$ cat config.mk
export PLATFORM = sky130hd
export DESIGN_NAME = ps2_key_tracker
export DESIGN_NICKNAME = d
export VERILOG_FILES = /design/src/rtl/ps2_pkg.sv /design/src/rtl/ps2_keymap.sv /design/src/rtl/ps2_key_tracker.sv
export SDC_FILE = /design/constraint.sdc
export NUM_CORES = 1
export LEC_CHECK = 0
export CAP_MARGIN = 25
export CORE_ASPECT_RATIO = 1.1
export CORE_MARGIN = 3
export CORE_UTILIZATION = 48
export DETAILED_ROUTE_END_ITERATION = 12
export MAX_ROUTING_LAYER = met4
export PLACE_DENSITY = 0.68
export SYNTH_ARGS = -nofsm -noshare
export SYNTH_HDL_FRONTEND = slang
export SYNTH_SLANG_ARGS = --single-unit
$ cat constraint.sdc
create_clock -name clk -period 7.1 [get_ports clk]
set_input_delay 1.775 -clock clk [delete_from_list [all_inputs] [get_ports clk]]
set_output_delay 1.775 -clock clk [all_outputs]
set_load 0.1 [all_outputs]
$ cat src/rtl/ps2_pkg.sv
`default_nettype none
// ============================================================================
// Module      : ps2_pkg
// Description : Shared definitions for the PS/2 key tracking path:
//               set-2 scan-code constants, move-code constants, the prefix
//               FSM state type and small move-code helper functions.
// Revision    : 1.0 - initial release
// ============================================================================
package ps2_pkg;

    // Prefix / special scan bytes
    localparam logic [7:0] SC_E0    = 8'hE0;
    localparam logic [7:0] SC_F0    = 8'hF0;
    localparam logic [7:0] SC_E1    = 8'hE1;

    // Non-extended game keys
    localparam logic [7:0] SC_W     = 8'h1D;
    localparam logic [7:0] SC_A     = 8'h1C;
    localparam logic [7:0] SC_S     = 8'h1B;
    localparam logic [7:0] SC_D     = 8'h23;
    localparam logic [7:0] SC_SPACE = 8'h29;

    // Extended (E0-prefixed) arrow keys
    localparam logic [7:0] SC_UP    = 8'h75;
    localparam logic [7:0] SC_LEFT  = 8'h6B;
    localparam logic [7:0] SC_DOWN  = 8'h72;
    localparam logic [7:0] SC_RIGHT = 8'h74;

    // Move codes
    localparam logic [2:0] MV_NONE   = 3'b000;
    localparam logic [2:0] MV_UP     = 3'b001;
    localparam logic [2:0] MV_LEFT   = 3'b010;
    localparam logic [2:0] MV_DOWN   = 3'b011;
    localparam logic [2:0] MV_RIGHT  = 3'b100;
    localparam logic [2:0] MV_ACTION = 3'b101;

    // Prefix-tracking FSM
    typedef enum logic [1:0] {
        ST_IDLE     = 2'd0,
        ST_GOT_E0   = 2'd1,
        ST_GOT_F0   = 2'd2,
        ST_GOT_E0F0 = 2'd3
    } ps2_state_e;

    // Held-bitmap position of a move code: bit (code-1); none maps to zero.
    function automatic logic [4:0] mv_to_onehot(input logic [2:0] code);
        logic [4:0] oh;
        oh = 5'b00000;
        case (code)
            MV_UP:     oh = 5'b00001;
            MV_LEFT:   oh = 5'b00010;
            MV_DOWN:   oh = 5'b00100;
            MV_RIGHT:  oh = 5'b01000;
            MV_ACTION: oh = 5'b10000;
            default:   oh = 5'b00000;
        endcase
        return oh;
    endfunction

    // Fixed priority: up > left > down > right > action.
    function automatic logic [2:0] prio_move(input logic [4:0] held);
        logic [2:0] mv;
        if (held[0])      mv = MV_UP;
        else if (held[1]) mv = MV_LEFT;
        else if (held[2]) mv = MV_DOWN;
        else if (held[3]) mv = MV_RIGHT;
        else if (held[4]) mv = MV_ACTION;
        else              mv = MV_NONE;
        return mv;
    endfunction

endpackage
`default_nettype wire

$ cat src/rtl/ps2_keymap.sv
`default_nettype none
// ============================================================================
// Module      : ps2_keymap
// Description : Combinational scan-code map. Translates {extended, byte}
//               into a hit flag, the 3-bit move code and the one-hot
//               held-bitmap position.
// Ports       : ext_i     - byte was preceded by E0
//               byte_i    - scan byte
//               hit_o     - byte is a tracked game key
//               code_o    - move code (MV_NONE when no hit)
//               onehot_o  - held-bitmap bit for the key (zero when no hit)
// Revision    : 1.0 - initial release
// ============================================================================
module ps2_keymap
    import ps2_pkg::*;
(
    input  logic       ext_i,
    input  logic [7:0] byte_i,
    output logic       hit_o,
    output logic [2:0] code_o,
    output logic [4:0] onehot_o
);

    always_comb begin
        code_o = MV_NONE;
        if (!ext_i) begin
            case (byte_i)
                SC_W:     code_o = MV_UP;
                SC_A:     code_o = MV_LEFT;
                SC_S:     code_o = MV_DOWN;
                SC_D:     code_o = MV_RIGHT;
                SC_SPACE: code_o = MV_ACTION;
                default:  code_o = MV_NONE;
            endcase
        end else begin
            case (byte_i)
                SC_UP:    code_o = MV_UP;
                SC_LEFT:  code_o = MV_LEFT;
                SC_DOWN:  code_o = MV_DOWN;
                SC_RIGHT: code_o = MV_RIGHT;
                default:  code_o = MV_NONE;
            endcase
        end
        hit_o    = (code_o != MV_NONE);
        onehot_o = mv_to_onehot(code_o);
    end

endmodule
`default_nettype wire

$ cat src/rtl/ps2_key_tracker.sv
`default_nettype none
// ============================================================================
// Module      : ps2_key_tracker
// Description : Tracks PS/2 set-2 make/break/extended sequences for the game
//               keys, keeps a held-key bitmap, and produces a registered move
//               code plus a one-cycle pulse on each genuine new press.
//               Typematic repeats of an already-held key are ignored.
// Ports       : clk          - system clock
//               resetn       - asynchronous active-low reset
//               rx_done_tick - one-cycle strobe, rx_data holds a new byte
//               rx_data      - received scan byte
//               held         - held bitmap {action,right,down,left,up}
//               move         - current move code
//               press_tick   - one-cycle pulse on a new press
//               press_code   - move code of the last new press
// Revision    : 1.0 - initial release
// ============================================================================
module ps2_key_tracker
    import ps2_pkg::*;
#(
    parameter int TIMEOUT_CYCLES = 1_000_000
) (
    input  logic       clk,
    input  logic       resetn,
    input  logic       rx_done_tick,
    input  logic [7:0] rx_data,
    output logic [4:0] held,
    output logic [2:0] move,
    output logic       press_tick,
    output logic [2:0] press_code
);

    localparam int               CNT_W       = $clog2(TIMEOUT_CYCLES + 1);
    localparam logic [CNT_W-1:0] TIMEOUT_VAL = CNT_W'(TIMEOUT_CYCLES);

    ps2_state_e       state_q, state_d;
    logic [CNT_W-1:0] cnt_q, cnt_d;
    logic [4:0]       wasd_q, wasd_d;     // WASD + Space
    logic [4:0]       arrow_q, arrow_d;   // E0 arrows
    logic [4:0]       held_q, held_d;
    logic [2:0]       move_q, move_d;
    logic             press_tick_q, press_tick_d;
    logic [2:0]       press_code_q, press_code_d;

    logic             w_ext;
    logic             w_is_make;
    logic             w_is_break;
    logic             w_hit;
    logic [2:0]       w_code;
    logic [4:0]       w_oh;

    // Extended-ness is a property of the state the byte arrives in.
    assign w_ext = (state_q == ST_GOT_E0) || (state_q == ST_GOT_E0F0);

    ps2_keymap u_keymap (
        .ext_i    (w_ext),
        .byte_i   (rx_data),
        .hit_o    (w_hit),
        .code_o   (w_code),
        .onehot_o (w_oh)
    );

    // Prefix FSM and timeout counter. A byte on the expiry cycle takes
    // precedence because the tick branch is evaluated first.
    always_comb begin
        state_d    = state_q;
        cnt_d      = cnt_q;
        w_is_make  = 1'b0;
        w_is_break = 1'b0;
        if (rx_done_tick) begin
            cnt_d = '0;
            case (state_q)
                ST_IDLE: begin
                    if (rx_data == SC_E0)      state_d = ST_GOT_E0;
                    else if (rx_data == SC_F0) state_d = ST_GOT_F0;
                    else if (rx_data != SC_E1) w_is_make = 1'b1;
                end
                ST_GOT_E0: begin
                    if (rx_data == SC_F0) begin
                        state_d = ST_GOT_E0F0;
                    end else if (rx_data != SC_E0) begin
                        w_is_make = 1'b1;
                        state_d   = ST_IDLE;
                    end
                end
                ST_GOT_F0, ST_GOT_E0F0: begin
                    w_is_break = 1'b1;
                    state_d    = ST_IDLE;
                end
                default: state_d = ST_IDLE;
            endcase
        end else if (state_q != ST_IDLE) begin
            if (cnt_q == TIMEOUT_VAL) begin
                state_d = ST_IDLE;
                cnt_d   = '0;
            end else begin
                cnt_d = cnt_q + CNT_W'(1);
            end
        end else begin
            cnt_d = '0;
        end
    end

    // Key vectors, press pulse and move selection, all from next-state
    // values so every output updates in the cycle after the byte.
    always_comb begin
        wasd_d       = wasd_q;
        arrow_d      = arrow_q;
        press_tick_d = 1'b0;
        press_code_d = press_code_q;

        if (w_is_make && w_hit) begin
            if (w_ext) begin
                if ((arrow_q & w_oh) == 5'b00000) begin
                    arrow_d      = arrow_q | w_oh;
                    press_tick_d = 1'b1;
                    press_code_d = w_code;
                end
            end else begin
                if ((wasd_q & w_oh) == 5'b00000) begin
                    wasd_d       = wasd_q | w_oh;
                    press_tick_d = 1'b1;
                    press_code_d = w_code;
                end
            end
        end

        if (w_is_break && w_hit) begin
            if (w_ext) arrow_d = arrow_q & ~w_oh;
            else       wasd_d  = wasd_q  & ~w_oh;
        end

        held_d = wasd_d | arrow_d;

        // press_code doubles as the last-pressed key record.
        if ((held_d & mv_to_onehot(press_code_d)) != 5'b00000)
            move_d = press_code_d;
        else
            move_d = prio_move(held_d);
    end

    always_ff @(posedge clk or negedge resetn) begin
        if (!resetn) begin
            state_q      <= ST_IDLE;
            cnt_q        <= '0;
            wasd_q       <= 5'b00000;
            arrow_q      <= 5'b00000;
            held_q       <= 5'b00000;
            move_q       <= MV_NONE;
            press_tick_q <= 1'b0;
            press_code_q <= MV_NONE;
        end else begin
            state_q      <= state_d;
            cnt_q        <= cnt_d;
            wasd_q       <= wasd_d;
            arrow_q      <= arrow_d;
            held_q       <= held_d;
            move_q       <= move_d;
            press_tick_q <= press_tick_d;
            press_code_q <= press_code_d;
        end
    end

    assign held       = held_q;
    assign move       = move_q;
    assign press_tick = press_tick_q;
    assign press_code = press_code_q;

endmodule
`default_nettype wire

# Word-level counts from Yosys, hierarchy flattened

Cells that the tools add are included.

Add/subtract/negate cells: 1
Equal/unequal tests: 29
Muxes and demuxes: 49
Bitwise logic cells: 9
Reduce and logical (&&, ||, !) cells: 13

Operators with widths:

| cell                    | count |
|---|---|
| $mux W20                | 3 |
| $mux W5                 | 10 |
| $pmux W5 S5             | 2 |
| $mux W3                 | 11 |
| $eq A8 B7 Y1 const B    | 4 |
| $and A5 B5 Y5           | 5 |
| $eq A8 B5 Y1 const B    | 3 |
| $add A20 B1 Y20 const B | 1 |
| $eq A20 B20 Y1 const B  | 1 |
| $eq A8 B6 Y1 const B    | 2 |
| $eq A8 B8 Y1 const B    | 2 |
| $ne A8 B8 Y1 const B    | 2 |
| $or A5 B5 Y5            | 3 |
| $pmux W3 S5             | 1 |
| $mux W2                 | 7 |
| $eq A3 B2 Y1 const B    | 4 |
| $eq A3 B3 Y1 const B    | 4 |
| $mux W1                 | 12 |
| $pmux W3 S4             | 1 |
| $logic_not A5 Y1        | 2 |
| $eq A3 B1 Y1 const B    | 2 |
| $pmux W2 S3             | 1 |
| $reduce_bool A2 Y1      | 3 |
| $not A5 Y5              | 1 |
| 12 further kinds        | 14 |

Bits in registers: 44
Bits of input ports: 11
Output and inout bits: 12
Logic and storage cells: 109

# Longest topological paths before layout

Gate-level depths: netlist of the first run.

Word-level depth: 19
Mapped depth: 13
Depth with buffers taken out: 10

# Modules after synthesis

From an unflattened synthesis of the first run, not the netlist that was laid out.

Cell total of the unflattened synthesis: 253
Area total of the unflattened synthesis: 2482.4 um2

Modules (own cells, without submodules):

| module          | instances | cells an instance | area an instance (um2) |
|---|---|---|---|
| ps2_key_tracker | 1         | 214               | 2167.1 |
| ps2_keymap      | 1         | 39                | 315.3 |

# Worst setup path before layout of the first run

Ideal clock, no wire load.

Kind: input to register
From: input port rx_data[1]
To: register move_q[0], in the netlist move[0]
Library setup time: 0.143 ns
Arrival time: 4.705 ns
Setup slack: 2.252 ns
Stages on the path: 12
Path buffers: 2
Path through: buf_6 > or3b_4 > a2111oi_4 > a21o_1 > buf_6 > mux2_4 > a211oi_2 > o221ai_2 > mux2_8 > or3b_1 > a311oi_1 > a31oi_1

Elaborated cells on any way between the ends: 70
Classes of those cells: 23 x eq/ne; 32 x mux; 9 x bitwise; 6 x reduce/logical

RTL lines:

| what                                              | RTL line                                       | source |
|---|---|---|
| start: declaration                                | ps2_key_tracker.sv:26                          | `input logic [7:0] rx_data,` |
| $eq A8 B6 Y1 (tied with other cells)              | ps2_keymap.sv:27                               | `case (byte_i)` |
| $pmux W3 S5 / $pmux W3 S4 (equally long branches) | ps2_keymap.sv:27, ps2_keymap.sv:36             |  |
| $mux W3                                           | ps2_keymap.sv:26                               | `if (!ext_i) begin` |
| $eq A3 B3 Y1 (tied with other cells)              | ps2_pkg.sv:49                                  | `case (code)` |
| $pmux W5 S5                                       | ps2_pkg.sv:49                                  |  |
| $and A5 B5 Y5 (on tied branches)                  | ps2_key_tracker.sv:120, ps2_key_tracker.sv:114 |  |
| $logic_not A5 Y1 (on tied branches)               | ps2_key_tracker.sv:120, ps2_key_tracker.sv:114 |  |
| $mux W3 (on tied branches)                        | ps2_key_tracker.sv:120, ps2_key_tracker.sv:114 |  |
| $mux W3                                           | ps2_key_tracker.sv:113                         | `if (w_ext) begin` |
| $mux W3 *                                         | ps2_key_tracker.sv:112                         | `if (w_is_make && w_hit) begin` |
| via press_code_d[2]                               | ps2_key_tracker.sv:43                          | `logic [2:0] press_code_q, press_code_d;` |
| $eq A3 B3 Y1 (tied with other cells)              | ps2_pkg.sv:49                                  |  |
| $pmux W5 S5 *                                     | ps2_pkg.sv:49                                  |  |
| $and A5 B5 Y5 *                                   | ps2_key_tracker.sv:136                         | `if ((held_d & mv_to_onehot(press_code_d)) != 5'b00000)` |
| $reduce_bool A5 Y1 *                              | ps2_key_tracker.sv:136                         |  |
| $mux W3 *                                         | ps2_key_tracker.sv:136                         |  |
| via move_d[0]                                     | ps2_key_tracker.sv:41                          | `logic [2:0] move_q, move_d;` |
| end signal: assignment                            | ps2_key_tracker.sv:158                         | `move_q <= move_d;` |
| end: declaration                                  | ps2_key_tracker.sv:41                          |  |

Mark *: on every way through the listed nets, which the timed path passes. The rest lies on a longest branch.
A chain may end at the register's enable or synchronous reset.

# Worst setup path in the final report of the first run

Same ends and word-level chain as after synthesis.

==> reports/results.txt, run 1 <==
Commonest cells post-synth: 44 x dfrtp_1, 38 x nor2_1, 23 x nand2_1, 13 x inv_1, 11 x xnor2_1
Worst hold margin: 0.375 ns
#FFs+latches synth: 44
Mapped Avg Cell Area: 9.69 um2
Sequential fraction of the synthesis area: 0.424
Register Area: 1100 um2
CP Class: in2reg
Vias/cell: 5.58
Die area: 6330 um2
Final WL: 5280 um
Finish-stage setup viols: 0
Grt ovf: 0
Worst EP required: 7.26 ns
Yosys Warn Count: 0
Ys async rst share: 1.00
Layout area overhead: 13.5%
Row count: 27
Relative slew margins: 0.354
CP top delay family: compound AO/OA/AOI/OAI gates
VDD IR-drop max: 0.118 mV
Synthesized area: 2600 um2
Horiz. Die Dim: 76.1 um
Clock Path Buffers: 2
CP cell instances: clkdlybuf4s50_1 -> or3b_4 -> a2111oi_4 -> a21o_1 -> mux2_4 -> a211oi_2 -> o221ai_2 -> mux2_8 -> or3b_1 -> a311oi_1 -> a31oi_1
Fin cells: 363
Initial DRC count: 113
Post_cts resized: 0
Routability cong.: 0.871
Maximum clock rate: 181 MHz
Total number of vias: 2026
TritonCTS clock tree: yes
GRT Util Overall: 0.189
Clock Sinks: 44
Crit path time final: 5.51 ns
Post-CTS Hold Fix Bufs: 0
Ranking of synthesized cells by area: dfrtp_1 42%, nor2_1 5.5%, xnor2_1 3.7%
Arr. time, crit path: 5.68 ns
Crit start category: input port
Final ANT Viol Nets: 0
Clock root cell: clkbuf_8
Post-Place Setup Slack: 1.32 ns
Final worst slack: 1.59 ns
Vias in the first global route: 2011
First-pass GRT wire length: 9520 um
Reg2Reg Setup Slack: 3.45 ns
DRC violations left: 0
Initial core utilization: 0.509
Final hold vios: 0
Synth cell types: 69
Maximum capacitance violations: 0
Buf+Inv Stages, Crit Path: 1
Multi-input logic area: 1370 um2
Core footprint: 5100 um2
Slowest-stage cell, CP: clkdlybuf4s50_1
Number of buffers inserted by post-CTS setup repair: 0
Number of port buffers: 22
Mapped Nets: 281
Ys flop type: dfrtp_1
Leading area contributor after synthesis: dfrtp_1
Run status: completed
I/O pin cnt: 23
CP Max Fanout: 10
Fillers: 480
Hold Crit Class: reg2reg
Share of cells above drive strength 1: 0.117
Initial antenna violation count: 0
Fin Clk Skew: 0.00299 ns
Largest stage delay, worst path: 0.66 ns
Htree depth: 2
Slew @ Worst Pin: 0.965 ns
Lkg Pwr: 1.18 nW
Pre-Repair DR Iteration Count: 4
Num CTS Buffers: 5
Slew Limit Fails: 0
Tcrit/Tclk final: 0.776
HPWL after detailed placement: 3810 um
RSZ-0062 raised after global routing: false
EDFF count, synth: 0
Count leader, synth: dfrtp_1
Drt wl/cell: 14.5 um
Post-Syn Instances: 268
Synth top area share: 0.424
Antenna diode count: 0
Die height: 83.1 um
Placed insts: 354
Total power divided by cell area: 164 nW/um2
Nets@finish: 303
Clk Latency, worst-skew pair: 0.30 ns
Post-route setup TNS: 0 ns
Layout Utilization: 0.578
Worst-path clk slew: 0.09 ns
Critical Path Sink Type: flip-flop
Largest net degree at the start of global routing: 45
==> cell type report <==
class,instances,share of cell area
clock buffers,5,0.0233
repair buffers,24,0.0823
flip-flops and latches,44,0.374
inverters,13,0.0166
well taps,72,0.0306
multi-input cells,202,0.466
clock inverters,3,0.00806
==> registers in the layout, indices dropped and copies added, names as in the netlist <==
register	flops
arrow_q	5
cnt_q	20
held	5
move	3
press_code	3
press_tick	1
state_q	2
wasd_q	5
==> worst reg2reg max path, cell delays in order (launching register included) <==
cell,delay (ns)
dfrtp_1,0.62
inv_1,0.22
a2111oi_4,0.33
a21o_1,0.37
mux2_4,0.35
a211oi_2,0.30
o221ai_2,0.23
mux2_8,0.39
or3b_1,0.38
a311oi_1,0.27
a31oi_1,0.07
==> final timing paths <==
kind / start / endpoint / cells after the start
min in group asynchronous: resetn / state_q[0]$_DFFE_PN0P_ / 1
setup / recovery: rx_data[1] / move[0]$_DFF_PN0_ / 11
setup reg to reg: state_q[0]$_DFFE_PN0P_ / move[0]$_DFF_PN0_ / 10
max in group asynchronous: resetn / held[1]$_DFF_PN0_ / 2
hold reg to reg: arrow_q[4]$_DFF_PN0_ / arrow_q[4]$_DFF_PN0_ / 0
hold / removal: arrow_q[4]$_DFF_PN0_ / arrow_q[4]$_DFF_PN0_ / 0
==> stage by stage <==
step                cell area [um2]  total power [W]
global placement               2840         0.000326
detailed placement             2840         0.000327
floorplan                      2600         0.000305
CTS                            2930         0.000487
global route                   2950         0.000505
finish                         2950         0.000482
==> kinds of logic (layout without fill, tap and decap cells) <==
| kind of cell | count (synthesis) | count (layout) | synth area share |
|---|---|---|---|
| and+or+nand+nor | 124 | 124 | 0.265 |
| adders and majority gates | 2 | 2 | 0.00964 |
| muxes | 5 | 5 | 0.0279 |
| buffers and inverters | 22 | 45 | 0.0472 |
| AOI/OAI and AO/OA | 51 | 51 | 0.159 |
| xor gates and xnor gates | 20 | 20 | 0.0675 |
| DFF | 44 | 44 | 0.424 |
==> where the power goes <==
| group | total [W] | leakage (nW) | internal (W) | switching, W |
|---|---|---|---|---|
| logic | 0.0000663 | 0.539 | 0.0000216 | 0.0000447 |
| clock network | 0.000160 | 0.0404 | 0.0000697 | 0.0000904 |
| registers | 0.000256 | 0.598 | 0.000254 | 0.00000193 |
==> metal layers <==
metal / global-route usage / wire [um] / vias to the layer above
li1: - / - / 994
met3: 0.0423 / 189 / 8
met2: 0.289 / 2540 / 43
met4: 0.0643 / 82 / 0
met5: - / 0 / -
met1: 0.252 / 2470 / 981
==> layout by cell type (no fill, tap or decap), types with 3 or more instances in the layout <==
cell             count
a211oi_2             3
clkdlybuf4s50_1     21
xor2_1               9
nand4_1              5
clkbuf_8             5
nand2b_1             4
nand2_1             23
inv_1               13
nor2_1              38
a31oi_1              7
o31ai_1              3
nor3_1               4
nor4_1               3
a21oi_1              5
nor2b_1              3
dfrtp_1             44
nand3b_1             4
and3_1               4
o21ai_0              8
xnor2_1             11
nand3_1              9
(Power assumes the default switching activity.)
==> run 2: changes to the inputs <==
--- a/config.mk
+++ b/config.mk
@@ -11,7 +11,7 @@
 export CORE_UTILIZATION = 48
 export DETAILED_ROUTE_END_ITERATION = 12
 export MAX_ROUTING_LAYER = met4
-export PLACE_DENSITY = 0.68
+export PLACE_DENSITY = 0.71
 export SYNTH_ARGS = -nofsm -noshare
 export SYNTH_HDL_FRONTEND = slang
 export SYNTH_SLANG_ARGS = --single-unit
==> constraint.sdc (replaced) <==
create_clock -name clk -period 4.65 [get_ports clk]
set_input_delay 1.1625 -clock clk [delete_from_list [all_inputs] [get_ports clk]]
set_output_delay 1.1625 -clock clk [all_outputs]
set_load 0.1 [all_outputs]
==> run 2 against run 1 <==
Clock-buffer cell count up 1. Non-clock buffer count up 17. Critical endpoint unchanged. Global-route usage grew 0.66 points. Routed wire length grew 5.7%.
==> reports/results.txt, run 2 (synthesis gave the netlist of run 1 again) <==
Run status: completed
DRC violations left: 0
GRT Util Overall: 0.196
Slew Limit Fails: 0
Final Instance Area: 3100 um2
Relative slew margins: 0.319
Total power divided by cell area: 261 nW/um2
Pre-Repair DR Iteration Count: 4
CP Class: in2reg
Arr. time, crit path: 4.50 ns
Finish-stage setup viols: 0
I/O pin cnt: 23
Vias in the first global route: 2134
Number of port buffers: 22
Final WL: 5580 um
CP top delay family: compound AO/OA/AOI/OAI gates
Largest Register: cnt_q
Drt wl/cell: 14.7 um
Clock Path Buffers: 2
Clock root cell: clkbuf_8
Slew @ Worst Pin: 1.02 ns
Vias/cell: 5.46
Layout Utilization: 0.609
Share of cells above drive strength 1: 0.166
Initial antenna violation count: 0
Slowest-stage cell, CP: clkdlybuf4s50_1
Critical Path Sink Type: flip-flop
Worst EP required: 4.83 ns
RSZ-0062 raised after global routing: false
Largest stage delay, worst path: 0.64 ns
Final ANT Viol Nets: 0
Buf+Inv Stages, Crit Path: 2
Fillers: 444
Hold Crit Class: reg2reg
Core footprint: 5100 um2
Routability cong.: 0.913
Post-route setup TNS: 0 ns
VDD IR-drop max: 0.240 mV
Clk Latency, worst-skew pair: 0.30 ns
Grt ovf: 0
Num CTS Buffers: 5
CP Max Fanout: 8
Die height: 83.1 um
Total number of vias: 2073
Largest register FFs: 20
Worst-path clk slew: 0.08 ns
Lkg Pwr: 1.28 nW
Nets@finish: 320
Fin Clk Skew: 0.00618 ns
Post-CTS Hold Fix Bufs: 0
Most frequent cells in the layout: 44 x dfrtp_1, 38 x nor2_1, 23 x nand2_1
Maximum capacitance violations: 0
CP cell instances: clkdlybuf4s50_1 -> or2b_2 -> o32ai_1 -> buf_4 -> a21oi_1 -> o221a_1 -> a211oi_2 -> o221ai_2 -> mux2_8 -> or3b_1 -> a311oi_1 -> a31oi_1
Initial core utilization: 0.509
Die area: 6330 um2
HPWL after detailed placement: 3970 um
Cell Area, Placed: 2960 um2
Initial DRC count: 103
Crit start category: input port
Horiz. Die Dim: 76.1 um
Clock Sinks: 44
Final hold vios: 0
Number of buffers inserted by post-CTS setup repair: 0
Post_cts resized: 0
TritonCTS clock tree: yes
Htree depth: 2
First-pass GRT wire length: 9980 um
Tcrit/Tclk final: 0.928
Antenna diode count: 0
Crit path time final: 4.31 ns
Largest net degree at the start of global routing: 45
Commonest non-fill, non-tap cell in the layout: dfrtp_1
Row count: 27
Layout area overhead: 19.6%
Maximum clock rate: 232 MHz
==> run 2: area by class of cell <==
cell class | instances | area, um2 | area share
Timing Repair Buffer | 41 | 370 | 0.119
Clock buffer | 6 | 82.6 | 0.0266
Sequential cell | 44 | 1100 | 0.355
Clock inverter | 2 | 38.8 | 0.0125
Tap cell | 72 | 90.1 | 0.0290
Multi-Input combinational cell | 202 | 1370 | 0.442
Inverter | 13 | 48.8 | 0.0157
==> run 2: power by group <==
group | leakage, nW | switching [W] | internal (W) | total [W]
registers | 0.598 | 0.00000319 | 0.000388 | 0.000391
clock network | 0.0614 | 0.000135 | 0.000176 | 0.000311
logic | 0.622 | 0.0000703 | 0.0000379 | 0.000108
==> run 2: worst paths after layout <==
path                                        start              endpoint  slack (ns)  cells past startpoint
setup / recovery                       rx_data[4]     move[0]$_DFF_PN0_        0.34                     12
hold / removal               arrow_q[4]$_DFF_PN0_  arrow_q[4]$_DFF_PN0_        0.38                      0
setup reg to reg           state_q[0]$_DFFE_PN0P_     move[0]$_DFF_PN0_        1.29                     10
hold reg to reg              arrow_q[4]$_DFF_PN0_  arrow_q[4]$_DFF_PN0_        0.38                      0
max in group asynchronous                  resetn   cnt_q[16]$_DFF_PN0_        3.60                      2
min in group asynchronous                  resetn  press_tick$_DFF_PN0_        0.64                      1
==> run 2: metal layers <==
layer / wire, um / track usage / part of all wire
met5: 0 / - / 0
met4: 112 / 0.0626 / 0.020
met2: 2620 / 0.310 / 0.47
met3: 167 / 0.0369 / 0.030
met1: 2680 / 0.256 / 0.48
==> run 2: metrics by stage <==
stage / hold slack, ns / worst slack (ns) / instances / power [W]
final: 0.378 / 0.335 / 380 / 0.000810
after global routing: 0.402 / 0.165 / 380 / 0.000843
after CTS: 0.385 / 0.369 / 379 / 0.000815
after detailed placement: 0.366 / 0.0501 / 371 / 0.000504
after global placement: 0.361 / 0.0832 / 371 / 0.000504
after floorplan: 0.422 / 0.415 / 268 / 0.000466
==> run 3: changes to the inputs <==
--- a/config.mk
+++ b/config.mk
@@ -9,9 +9,10 @@
 export CORE_ASPECT_RATIO = 1.1
 export CORE_MARGIN = 3
 export CORE_UTILIZATION = 48
+export CTS_BUF_LIST = sky130_fd_sc_hd__clkbuf_2
 export DETAILED_ROUTE_END_ITERATION = 12
 export MAX_ROUTING_LAYER = met4
-export PLACE_DENSITY = 0.71
+export PLACE_DENSITY = 0.68
 export SYNTH_ARGS = -nofsm -noshare
 export SYNTH_HDL_FRONTEND = slang
 export SYNTH_SLANG_ARGS = --single-unit
==> constraint.sdc (replaced) <==
create_clock -name clk -period 4.95 [get_ports clk]
set_input_delay 1.2375 -clock clk [delete_from_list [all_inputs] [get_ports clk]]
set_output_delay 1.2375 -clock clk [all_outputs]
set_load 0.1 [all_outputs]
==> run 3 against run 2 <==
Clock power shrank 33%. Utilization shrank 2.7 points. Global-route usage shrank 1.2 points. Power shrank 17%. Final area shrank 4.5%. Worst hold slack gained 0.036 ns. First-iteration DRC count grew 3.9%. Setup slack gained 0.23 ns. Largest power group unchanged.
==> reports/results.txt, run 3 (synthesis gave the netlist of run 1 again) <==
Vias/cell: 5.57
CP cell instances: clkdlybuf4s50_1 -> or3b_4 -> a2111oi_4 -> a21o_1 -> mux2_4 -> a211oi_2 -> o221ai_2 -> mux2_8 -> or3b_1 -> a311oi_1 -> a31oi_1
Nets@finish: 308
Clock root cell: clkbuf_2
Post-Place Setup Slack: 0.111 ns
Num CTS Buffers: 5
Buf+Inv Stages, Crit Path: 1
Core footprint: 5100 um2
Grt ovf: 0
Pre-Repair DR Iteration Count: 4
Comb power frac: 0.145
Slew Limit Fails: 0
Drt wl/cell: 14.7 um
Maximum capacitance violations: 0
Finish-stage setup viols: 0
Routability cong.: 0.977
Switching share of power: 0.281
Post-CTS Hold Fix Bufs: 0
Number of port buffers: 22
HPWL after detailed placement: 3960 um
Die height: 83.1 um
First-pass GRT wire length: 9470 um
Clk Latency, worst-skew pair: 0.42 ns
Run status: completed
Reg power frac: 0.546
Stages on the worst setup path: 11
CP Max Fanout: 6
Largest register FFs: 20
Worst hold path depth: 0
Worst EP required: 5.28 ns
Total power divided by cell area: 228 nW/um2
Slowest-stage cell, CP: clkdlybuf4s50_1
Worst-path clk slew: 0.25 ns
GRT Util Overall: 0.184
Tcrit/Tclk final: 0.886
Vias in the first global route: 2048
Slew @ Worst Pin: 0.971 ns
Largest stage delay, worst path: 0.50 ns
Row count: 27
RSZ-0062 raised after global routing: false
DRC violations left: 0
Horiz. Die Dim: 76.1 um
Number of buffers inserted by post-CTS setup repair: 0
Layout area overhead: 14.2%
Layout Utilization: 0.581
Die area: 6330 um2
Initial DRC count: 107
Clock power frac: 0.309
Arr. time, crit path: 4.71 ns
Post_cts resized: 0
Antenna diode count: 0
Total number of vias: 2048
Final WL: 5390 um
Most frequent cells in the layout: 44 x dfrtp_1, 38 x nor2_1, 23 x nand2_1
Maximum clock rate: 228 MHz
CP Class: in2reg
CP top delay family: compound AO/OA/AOI/OAI gates
VDD IR-drop max: 0.173 mV
Lkg Pwr: 1.20 nW
Commonest non-fill, non-tap cell in the layout: dfrtp_1
R2R cell count: 10
Critical Path Sink Type: flip-flop
Final hold vios: 0
Cell Int Power: 0.000485 W
Initial antenna violation count: 0
Fin Clk Skew: 0.0372 ns
Clock Path Buffers: 2
Post-route setup TNS: 0 ns
Share of cells above drive strength 1: 0.132
Crit start category: input port
I/O pin cnt: 23
TritonCTS clock tree: yes
Psw: 0.000190 W
Htree depth: 2
Initial core utilization: 0.509
Largest net degree at the start of global routing: 45
Largest Register: cnt_q
Final ANT Viol Nets: 0
Final worst slack: 0.563 ns
Clock Sinks: 44
Hold Crit Class: reg2reg
Relative slew margins: 0.351
Crit path time final: 4.39 ns
## run 3: cell types whose count changed in the layout (fill, tap and decap cells not counted)
| cell | before | now |
|---|---|---|
| clkbuf_2 | 0 | 5 |
| clkinvlp_4 | 0 | 1 |
| clkinv_4 | 1 | 0 |
| buf_4 | 18 | 6 |
| inv_6 | 0 | 1 |
| clkbuf_8 | 6 | 0 |
## run 3: area by class of cell
| type | count | area (um2) |
|---|---|---|
| fillers | 446 | 2140 |
| clock buffers | 5 | 25.0 |
| flip-flops and latches | 44 | 1100 |
| clock inverters | 3 | 46.3 |
| inverters | 13 | 48.8 |
| repair buffers | 29 | 280 |
| well taps | 72 | 90.1 |
| multi-input cells | 202 | 1370 |
## run 3: power by group through the flow
| stage | registers, W | clock network, W | logic (W) |
|---|---|---|---|
| global placement | 0.000375 | 0 | 0.0000958 |
| detailed placement | 0.000375 | 0 | 0.0000964 |
| finish | 0.000369 | 0.000209 | 0.0000979 |
| global route | 0.000370 | 0.000226 | 0.000103 |
| CTS | 0.000369 | 0.000218 | 0.0000968 |
| floorplan | 0.000405 | 0 | 0.0000328 |
## run 3: path summary, 6_finish.rpt
| kind | start | endpoint | slack, ns |
|---|---|---|---|
| setup / recovery | rx_data[0] | move[0]$_DFF_PN0_ | 0.56 |
| hold / removal | arrow_q[4]$_DFF_PN0_ | arrow_q[4]$_DFF_PN0_ | 0.41 |
| setup reg to reg | state_q[0]$_DFFE_PN0P_ | move[0]$_DFF_PN0_ | 1.53 |
| hold reg to reg | arrow_q[4]$_DFF_PN0_ | arrow_q[4]$_DFF_PN0_ | 0.41 |
| max in group asynchronous | resetn | cnt_q[14]$_DFF_PN0_ | 3.79 |
| min in group asynchronous | resetn | arrow_q[3]$_DFF_PN0_ | 0.66 |
## run 3: worst reg2reg max path, cell delays in order, from the launching register on
cell,delay (ns)
dfrtp_1,0.59
nor3b_1,0.25
or4b_1,0.51
and2_4,0.22
o221a_1,0.25
a211oi_2,0.22
o221ai_2,0.21
mux2_8,0.38
or3b_1,0.37
a311oi_1,0.28
a31oi_1,0.07
## run 3: through the flow
step	std cells	total power, W	area (um2)	hold slack, ns
after detailed placement	359	0.000471	2870	0.378
after floorplan	268	0.000438	2600	0.422
after global placement	359	0.000470	2870	0.359
after CTS	367	0.000684	2940	0.424
after global routing	368	0.000699	2960	0.438
final	368	0.000675	2960	0.414
## run 3: metal layers
layer | share of wire | track usage
met1 | 0.46 | 0.235
met2 | 0.49 | 0.300
met3 | 0.034 | 0.0369
met4 | 0.0095 | 0.0494
met5 | 0 | -
==> edit, RTL diff (config.mk and constraints of run 1) <==
The output `press_tick` loses its register stage (`press_tick_q` becomes a continuous assignment).
--- a/src/rtl/ps2_key_tracker.sv
+++ b/src/rtl/ps2_key_tracker.sv
@@ -149,3 +149,2 @@
             move_q       <= MV_NONE;
-            press_tick_q <= 1'b0;
             press_code_q <= MV_NONE;
@@ -158,3 +157,2 @@
             move_q       <= move_d;
-            press_tick_q <= press_tick_d;
             press_code_q <= press_code_d;
@@ -162,2 +160,4 @@
     end
+
+    assign press_tick_q = press_tick_d;
 
Function: changed (Yosys sat finds a counterexample within 4 cycles, from zero or initial values and one cycle with resetn low).
==> edit against run 1 <==
Critical path depth shrank 2; synthesized cell count shrank 0.37%; design area fell by 0.42%; sequential cell count is 1 lower; critical path type is now in2out; synthesized area shrank 0.96%; routed wire length is 0.51% higher; largest power group unchanged; power down 2.1%; worst setup slack got worse by 930 ps; non-clock buffer count increased by 1.
==> edit: results (changes against run 1) <==
status -> complete, no violations (unchanged)
Resize count post-CTS -> 0 (unchanged)
layout cells sized above 1 -> 0.121 (was 0.117)
Avg WL per Cell -> 14.7 um (was 14.5 um)
Via density -> 5.54 (was 5.58)
largest net degree at the start of global routing -> 44 (was 45)
synthesized instance count -> 267 (was 268)
internal power -> 347 uW (was 345 uW)
clk_lat worst skew -> 290 ps
total track usage -> 0.188 (was 0.189)
delay-heaviest family, CP -> compound AO/OA/AOI/OAI gates (unchanged)
P_leak -> 1.18 nW (about the same)
first-pass GRT wire length -> 8770 um (was 9520 um)
Worst Path Arrival -> 4670 ps (was 5680 ps)
total CTS buffers -> 5 (unchanged)
max FFs per register -> 20 (unchanged)
Post-Syn Nets -> 280 (was 281)
final setup fails -> 0 (unchanged)
router iterations before antenna repair -> 4 (unchanged)
worst hold stages -> 0 (unchanged)
ys flop type -> dfrtp_1 (unchanged)
Reg2Reg Launch Point -> state_q[0] (unchanged)
dominant cells by area after synthesis -> dfrtp_1 42%, nor2_1 5.5%, xnor2_1 3.7% (unchanged)
Setup Fix Bufs, Post-CTS -> 0 (unchanged)
crit path to -> press_tick (was move[0])
Worst-path clk slew -> 70 ps (was 90 ps)
Reg with most FFs -> cnt_q (unchanged)
post-place instance area -> 2830 um2 (was 2840 um2)
Worst Skew -> 4.62 ps (was 2.99 ps)
post-DP HPWL -> 3860 um (was 3810 um)
post-synthesis sequential area ratio -> 0.418 (was 0.424)
top cells by count, synth -> 43 x dfrtp_1, 38 x nor2_1, 23 x nand2_1, 13 x inv_1, 11 x xnor2_1 (was 44 x dfrtp_1, 38 x nor2_1, 23 x nand2_1, 13 x inv_1, 11 x xnor2_1)
Setup WS pre-CTS -> 670 ps (was 1320 ps)
PortBufs -> 22 (unchanged)
GPL Wtd Cong -> 0.930 (was 0.871)
CP peak stage delay -> 680 ps (was 660 ps)
initial antenna violation count -> 0 (unchanged)
top cell type's share of synthesized area -> 0.418 (was 0.424)
drt first-iter violations -> 110 (was 113)
Critical path origin -> rx_data[1] (unchanged)
worst-path maximum fanout -> 10 (unchanged)
fmax -> 155 MHz (was 181 MHz)
vias in the first global route -> 1,926 (was 2,011)
hold crit path type -> reg2reg (unchanged)
Rel. slew slack -> 0.354 (about the same)
Cell variety after synth -> 69 (unchanged)
placed cells -> 354 (unchanged)
flop-to-flop setup slack -> 3560 ps (was 3450 ps)
peak supply drop -> 0.0990 mV (was 0.118 mV)
R2R depth -> 9 (was 10)
diode count -> 0 (unchanged)
Final Non-Filler Cells -> 362 (was 363)
==> edit: area by class of cell <==
class | count | area (um2)
clock buffer | 6 | 82.6
clock inverter | 1 | 5.00
fill | 446 | 2170
inverter | 13 | 48.8
multi-input combinational | 202 | 1370
sequential | 43 | 1080
tap | 72 | 90.1
timing repair buffer | 25 | 260
==> edit: layer usage <==
layer | up-vias | global-route usage | share of wire
met5 | - | - | 0
met4 | 0 | 0.0717 | 0.019
met3 | 15 | 0.0375 | 0.025
met2 | 29 | 0.293 | 0.50
met1 | 966 | 0.241 | 0.46
li1 | 995 | - | -
==> edit: worst reg2reg max path, cell delays in order (launching register included) <==
cell,delay (ps)
dfrtp_1,540
or4b_1,590
a211oi_2,440
or2_2,270
a211oi_2,100
o221ai_2,320
mux2_8,430
or3b_1,380
a311oi_1,270
a31oi_1,70
==> edit: per-stage QoR <==
step           hold slack, ps   util
3_3_place_gp              358  0.554
5_1_grt                   394  0.575
6_report                  371  0.575
4_1_cts                   378  0.571
3_5_place_dp              360  0.554
2_1_floorplan             422      -
==> edit: power by group through the flow <==
stage / Sequential (mW) / Combinational, mW / Clock [mW]
after floorplan: 0.276 / 0.0232 / 0
after global placement: 0.255 / 0.0649 / 0
after detailed placement: 0.255 / 0.0654 / 0
after CTS: 0.250 / 0.0655 / 0.164
after global routing: 0.251 / 0.0711 / 0.172
final: 0.250 / 0.0664 / 0.155
==> edit: cells by family (layout without fill, tap and decap cells) <==
kind of cell / count (synthesis) / count (layout) / share of synthesized area
simple gates: 124 / 124 / 0.267
compound gates: 51 / 51 / 0.161
flops: 43 / 43 / 0.418
mux: 5 / 5 / 0.0282
xor+xnor: 20 / 20 / 0.0681
buf+inv: 22 / 45 / 0.0477
fa+ha+maj: 2 / 2 / 0.00973
